## config.mk

```make
export PLATFORM = sky130hd
export DESIGN_NAME = draw_scheduler
export DESIGN_NICKNAME = d
export VERILOG_FILES = /design/src/rtl/draw_sched_pkg.sv /design/src/rtl/rr_arbiter3.sv /design/src/rtl/draw_scheduler.sv
export SDC_FILE = /design/constraint.sdc
export NUM_CORES = 1
export LEC_CHECK = 0
export BUFFER_PORTS_ARGS = -buffer_cell sky130_fd_sc_hd__buf_4
export CAP_MARGIN = 20
export CORE_UTILIZATION = 50
export DETAILED_ROUTE_END_ITERATION = 8
export GPL_ROUTABILITY_DRIVEN = 0
export HOLD_SLACK_MARGIN = 0.05
export PLACE_DENSITY = 0.75
export SLEW_MARGIN = 20
export SYNTH_ARGS = -nofsm -noshare
export SYNTH_HDL_FRONTEND = slang
export SYNTH_SLANG_ARGS = --single-unit
```

## constraint.sdc

```tcl
create_clock -name CLOCK_50 -period 3.15 [get_ports CLOCK_50]
set_input_delay 0.63 -clock CLOCK_50 [delete_from_list [all_inputs] [get_ports CLOCK_50]]
set_output_delay 0.63 -clock CLOCK_50 [all_outputs]
set_load 0.02 [all_outputs]
```

## src/rtl/draw_sched_pkg.sv

```systemverilog
// -----------------------------------------------------------------------------
// draw_sched_pkg
// Shared definitions for the draw scheduler: requester count, field widths,
// the job counter width, the default job length and the scheduler FSM states.
// Also holds small index helpers used by the arbiter and the scheduler, so
// both agree on the requester numbering (0=press, 1=garbage, 2=aux).
// -----------------------------------------------------------------------------
package draw_sched_pkg;

    localparam int unsigned NREQ                = 3;
    localparam int unsigned POS_W               = 3;
    localparam int unsigned CNT_W               = 12;
    localparam int unsigned DRAW_CYCLES_DEFAULT = 2401;

    typedef enum logic [1:0] {
        StIdle,
        StRun,
        StDone
    } state_e;

    // Next requester index in round-robin order, wrapping 2 -> 0.
    function automatic logic [1:0] next_idx(input logic [1:0] idx);
        return (idx >= 2'd2) ? 2'd0 : idx + 2'd1;
    endfunction

    function automatic logic [NREQ-1:0] idx_to_onehot(input logic [1:0] idx);
        logic [NREQ-1:0] oh;
        case (idx)
            2'd0:    oh = 3'b001;
            2'd1:    oh = 3'b010;
            2'd2:    oh = 3'b100;
            default: oh = 3'b000;
        endcase
        return oh;
    endfunction

    // Only called on a valid one-hot value; anything else maps to 0.
    function automatic logic [1:0] onehot_to_idx(input logic [NREQ-1:0] oh);
        logic [1:0] idx;
        case (oh)
            3'b010:  idx = 2'd1;
            3'b100:  idx = 2'd2;
            default: idx = 2'd0;
        endcase
        return idx;
    endfunction

endpackage

```

## src/rtl/rr_arbiter3.sv

```systemverilog
// -----------------------------------------------------------------------------
// rr_arbiter3
// Combinational three-way round-robin arbiter. The search starts at the
// requester after last_grant and wraps, so the most recently served
// requester has the lowest priority. The pointer itself lives in the caller.
//
// Ports
//   req         in  3  request levels
//   last_grant  in  2  index of the most recently granted requester
//   sel         out 3  one-hot winner, zero when req is zero
// -----------------------------------------------------------------------------
module rr_arbiter3
    import draw_sched_pkg::*;
(
    input  logic [NREQ-1:0] req,
    input  logic [1:0]      last_grant,
    output logic [NREQ-1:0] sel
);

    logic [1:0]      idx;
    logic [NREQ-1:0] cand;

    always_comb begin
        sel  = '0;
        cand = '0;
        idx  = next_idx(last_grant);
        for (int k = 0; k < NREQ; k++) begin
            cand = idx_to_onehot(idx);
            if ((sel == '0) && ((req & cand) != '0)) begin
                sel = cand;
            end
            idx = next_idx(idx);
        end
    end

endmodule

```

## src/rtl/draw_scheduler.sv

```systemverilog
// -----------------------------------------------------------------------------
// draw_scheduler
// Shares one draw engine between three requesters (press, garbage, aux).
// An idle scheduler picks a requester round-robin, latches its item, erase
// and position fields for the engine, pulses grant and draw_start, then
// counts DRAW_CYCLES cycles before pulsing done back to the owner.
//
// Timing of one job (cycle 0 = grant cycle):
//   cycles 0 .. DRAW_CYCLES-1  RUN, counter = cycle number
//   cycle  DRAW_CYCLES         DONE
//   cycle  DRAW_CYCLES+1       IDLE, done pulse visible (registered output);
//                              a request present here is granted next cycle.
//
// Ports
//   CLOCK_50    in   1  system clock
//   reset_n     in   1  asynchronous active-low reset
//   flush       in   1  abandon the current job (no done pulse)
//   req         in   3  per-requester request level
//   req_item    in   3  per-requester item select
//   req_erase   in   3  per-requester erase flag
//   req_pos     in   9  per-requester position, requester i at [3i+2:3i]
//   grant       out  3  one-hot pulse when a job is accepted
//   done        out  3  one-hot pulse when the granted job completes
//   item        out  1  latched item for the draw engine
//   erase       out  1  latched erase flag for the draw engine
//   position    out  3  latched position for the draw engine
//   draw_start  out  1  pulse starting the draw engine
//   busy        out  1  high while a job is in flight
// -----------------------------------------------------------------------------
module draw_scheduler
    import draw_sched_pkg::*;
#(
    parameter int unsigned DRAW_CYCLES = DRAW_CYCLES_DEFAULT
) (
    input  logic                   CLOCK_50,
    input  logic                   reset_n,
    input  logic                   flush,
    input  logic [NREQ-1:0]        req,
    input  logic [NREQ-1:0]        req_item,
    input  logic [NREQ-1:0]        req_erase,
    input  logic [NREQ*POS_W-1:0]  req_pos,
    output logic [NREQ-1:0]        grant,
    output logic [NREQ-1:0]        done,
    output logic                   item,
    output logic                   erase,
    output logic [POS_W-1:0]       position,
    output logic                   draw_start,
    output logic                   busy
);

    localparam logic [CNT_W-1:0] CNT_LAST = CNT_W'(DRAW_CYCLES - 1);

    state_e           state_q;
    logic [CNT_W-1:0] cnt_q;
    logic [1:0]       last_grant_q;

    logic [NREQ-1:0]  sel;
    logic [1:0]       sel_idx;
    logic             sel_item;
    logic             sel_erase;
    logic [POS_W-1:0] sel_pos;

    rr_arbiter3 u_arb (
        .req        (req),
        .last_grant (last_grant_q),
        .sel        (sel)
    );

    assign sel_idx = onehot_to_idx(sel);

    // Fields of the winning requester, captured only on a grant.
    always_comb begin
        sel_item  = req_item[0];
        sel_erase = req_erase[0];
        sel_pos   = req_pos[POS_W-1:0];
        case (sel_idx)
            2'd1: begin
                sel_item  = req_item[1];
                sel_erase = req_erase[1];
                sel_pos   = req_pos[2*POS_W-1:POS_W];
            end
            2'd2: begin
                sel_item  = req_item[2];
                sel_erase = req_erase[2];
                sel_pos   = req_pos[3*POS_W-1:2*POS_W];
            end
            default: ;
        endcase
    end

    always_ff @(posedge CLOCK_50 or negedge reset_n) begin
        if (!reset_n) begin
            state_q      <= StIdle;
            cnt_q        <= '0;
            last_grant_q <= 2'd2;  // requester 0 wins the first arbitration
            grant        <= '0;
            done         <= '0;
            draw_start   <= 1'b0;
            item         <= 1'b0;
            erase        <= 1'b0;
            position     <= '0;
        end else begin
            grant      <= '0;
            done       <= '0;
            draw_start <= 1'b0;
            case (state_q)
                StIdle: begin
                    if (req != '0) begin
                        grant        <= sel;
                        draw_start   <= 1'b1;
                        item         <= sel_item;
                        erase        <= sel_erase;
                        position     <= sel_pos;
                        last_grant_q <= sel_idx;
                        cnt_q        <= '0;
                        state_q      <= StRun;
                    end
                end
                StRun: begin
                    // flush beats terminal count
                    if (flush) begin
                        state_q <= StIdle;
                    end else if (cnt_q == CNT_LAST) begin
                        state_q <= StDone;
                    end else begin
                        cnt_q <= cnt_q + 1'b1;
                    end
                end
                StDone: begin
                    state_q <= StIdle;
                    if (!flush) begin
                        done <= idx_to_onehot(last_grant_q);
                    end
                end
                default: state_q <= StIdle;
            endcase
        end
    end

    assign busy = (state_q != StIdle);

endmodule

```

==> impl_metrics.env <==
export IMPL_max_freq_mhz=524.1
export IMPL_ioPinCount=34
export IMPL_critPathSlowestCell="dfrtp_1"
export IMPL_cts_clk_slew_worst_paths_ns=0.16
export IMPL_drive_gt1_share_pct=26.47
export IMPL_clkLatencyLatePin_ns=0.33
export IMPL_cts_buffer_depth=2
export IMPL_die_h_um=54.59
export IMPL_design_core_area_um2=2545
export IMPL_cts_setup_buffers=0
export IMPL_ctsHoldBuffers=0
export IMPL_syn_inst=136
export IMPL_reg2regPathDepth=4
export IMPL_rows=18
export IMPL_drv_cap=0
export IMPL_setup_tns_ns=0
export IMPL_cts_resized=0
export IMPL_portBuffers=33
export IMPL_dp_slack_ns=1.159
export IMPL_skew_ns=0.01557
export IMPL_endpoint_kind="output pin"
export IMPL_status="finished, final reports clean"
export IMPL_drc=0
export IMPL_start_kind="flop"
export IMPL_grt_overflow_total=0
export IMPL_area_delta_synth_final_pct=23.35
export IMPL_grt_pass1_vias=1060
export IMPL_power_mw=1.189
export IMPL_avgViaCountPerCell=5.840
export IMPL_grt_use_total_pct=23.04
export IMPL_antenna_found_initial=0
export IMPL_synth_fp_nets=159
export IMPL_grt_max_degree=29
export IMPL_rsz0062_at_grt="false"
export IMPL_synth_top_area_share_pct=48.87
export IMPL_yosys_top_cells_count="dfrtp_1, nor2_1, a21oi_1, nand2_1, inv_1"
export IMPL_ant_nets=0
export IMPL_cts_tree="done"
export IMPL_drtPass1Iterations=4
export IMPL_synth_most_common_cell="dfrtp_1"
export IMPL_fin_ws_ns=1.242
export IMPL_yosysWarnings=0
export IMPL_nets=194
export IMPL_die_w_um=54.59
export IMPL_htreeDepth=1
export IMPL_root_buffer="clkbuf_4"
export IMPL_yosys_area_top_type="dfrtp_1"
export IMPL_dp_hpwl_um=2097
export IMPL_finalSetupViolCount=0
export IMPL_hp_class="primary input to asynchronous set/reset pin"
export IMPL_synth_edf_count=0
export IMPL_clock_sink_count=28
export IMPL_crit_type="flop to output pin"
export IMPL_yosysUniqueCellTypes=39
export IMPL_ys_ff_latch=28
export IMPL_die_area_um2=2980
export IMPL_yosysSeqAreaShare_pct=50.77
export IMPL_cts_buffers=3
export IMPL_cp_num_buf_inv=2
export IMPL_arrival_ns=1.28
export IMPL_initial_core_util_pct=54.33
export IMPL_rrSetupSlack_ns=1.43
export IMPL_p_leak_nw=0.7952
export IMPL_cp_depth=3
export IMPL_synth_area_leaders="dfrtp_1, a21oi_1, nor2_1"
export IMPL_wl_um=3081
export IMPL_finalMaxSlewViolations=0
export IMPL_critPathRequiredTime_ns=2.52
export IMPL_drt_initial_drc_count=40
export IMPL_vias=1168
export IMPL_crit_fanout=5
export IMPL_critPathTopFamily="flip-flops"
export IMPL_path_cells="nor2_1, inv_1, buf_4"
export IMPL_worstReg2RegEnd="cnt_q[11]"
export IMPL_syn_cell_area_um2=1383
export IMPL_critPathMaxStageDelay_ns=0.45
export IMPL_ir_drop_v=0.0004703
export IMPL_post_route_min_period_ns=1.908
export IMPL_tightest_slew_ns=0.5904
export IMPL_period_share_pct=60.57
export IMPL_reg2reg_from="state_q[1]"
export IMPL_hold_violations=0
export IMPL_synth_main_ff_cell="dfrtp_1"
export IMPL_grt_pass1_wl_um=4781
export IMPL_wl_per_cell_um=15.41
export IMPL_n_antenna_cell=0
export IMPL_max_slew_margin_pct=60.23
export IMPL_ys_async_sr_fraction_pct=100.0
export IMPL_syn_area_per_cell_um2=10.17
export IMPL_power_density_nw_per_um2=697.5
final cells by class:
cell class | count | area, µm²
multi-input combinational | 97 | 631.9
timing repair buffer | 34 | 255.2
clock buffer | 3 | 22.52
fill | 200 | 839.6
inverter | 7 | 26.28
clock inverter | 1 | 30.03
sequential | 28 | 701.9
tap | 30 | 37.54
kinds of logic (layout without fill, tap and decap cells):
family | Yosys count | in the layout | share of synthesized area [%]
AND/OR/NAND/NOR | 55 | 55 | 23.44
AO/OA/AOI/OAI | 34 | 34 | 16.65
flip-flops | 28 | 28 | 50.77
buffers and inverters | 11 | 45 | 3.530
XOR/XNOR | 6 | 6 | 3.801
adder cells (fa/ha/maj) | 2 | 2 | 1.810
state kept, by name, summed over array words and instances (netlist names):
name,count
done,3
cnt_q,12
grant,3
erase,1
state_q,2
draw_start,1
position,3
item,1
last_grant_q,2
per-layer routing:
metal | global-route usage [%] | routed length [µm]
met1 | 30.92 | 1388
met2 | 36.35 | 1493
met3 | 3.333 | 134
met4 | 10.68 | 64
met5 | 0 | 0
how the worst max path moves through the flow:
stage | start | to | slack, ns
floorplan | flush | cnt_q[11] | 1.44
global placement | flush | cnt_q[11] | 1.22
detailed placement | flush | cnt_q[11] | 1.16
CTS | state_q[1] | busy | 1.22
global route | state_q[1] | busy | 1.16
finish | state_q[1] | busy | 1.24
cells in the final DEF, fill, tap and decap left out, types with 3 or more instances in the layout:
cell,count
nand4_1,3
a21oi_1,14
o21ai_0,6
nor3b_1,3
nand3_1,6
dfrtp_1,27
xor2_1,6
nor2_1,16
clkbuf_4,3
inv_1,7
buf_4,34
nand2_1,8
a32oi_1,5
where the power goes:
| part | internal, mW | leakage, nW | switching (mW) |
|---|---|---|---|
| registers | 0.441 | 0.365 | 0.0786 |
| logic | 0.181 | 0.402 | 0.255 |
| clock network | 0.129 | 0.0279 | 0.106 |
| total | 0.750 | 0.795 | 0.439 |
through the flow:
stage | instances | hold WS [ns] | util (%) | cell area, µm²
after floorplan | 136 | 0.3344 | - | 1383
after global placement | 196 | 0.5152 | 64.95 | 1653
after detailed placement | 196 | 0.5351 | 64.95 | 1653
after CTS | 200 | 0.1885 | 67.01 | 1705
after global routing | 200 | 0.1850 | 67.01 | 1705
final | 200 | 0.1750 | 67.01 | 1705
Power figures use the tool's default switching activity.
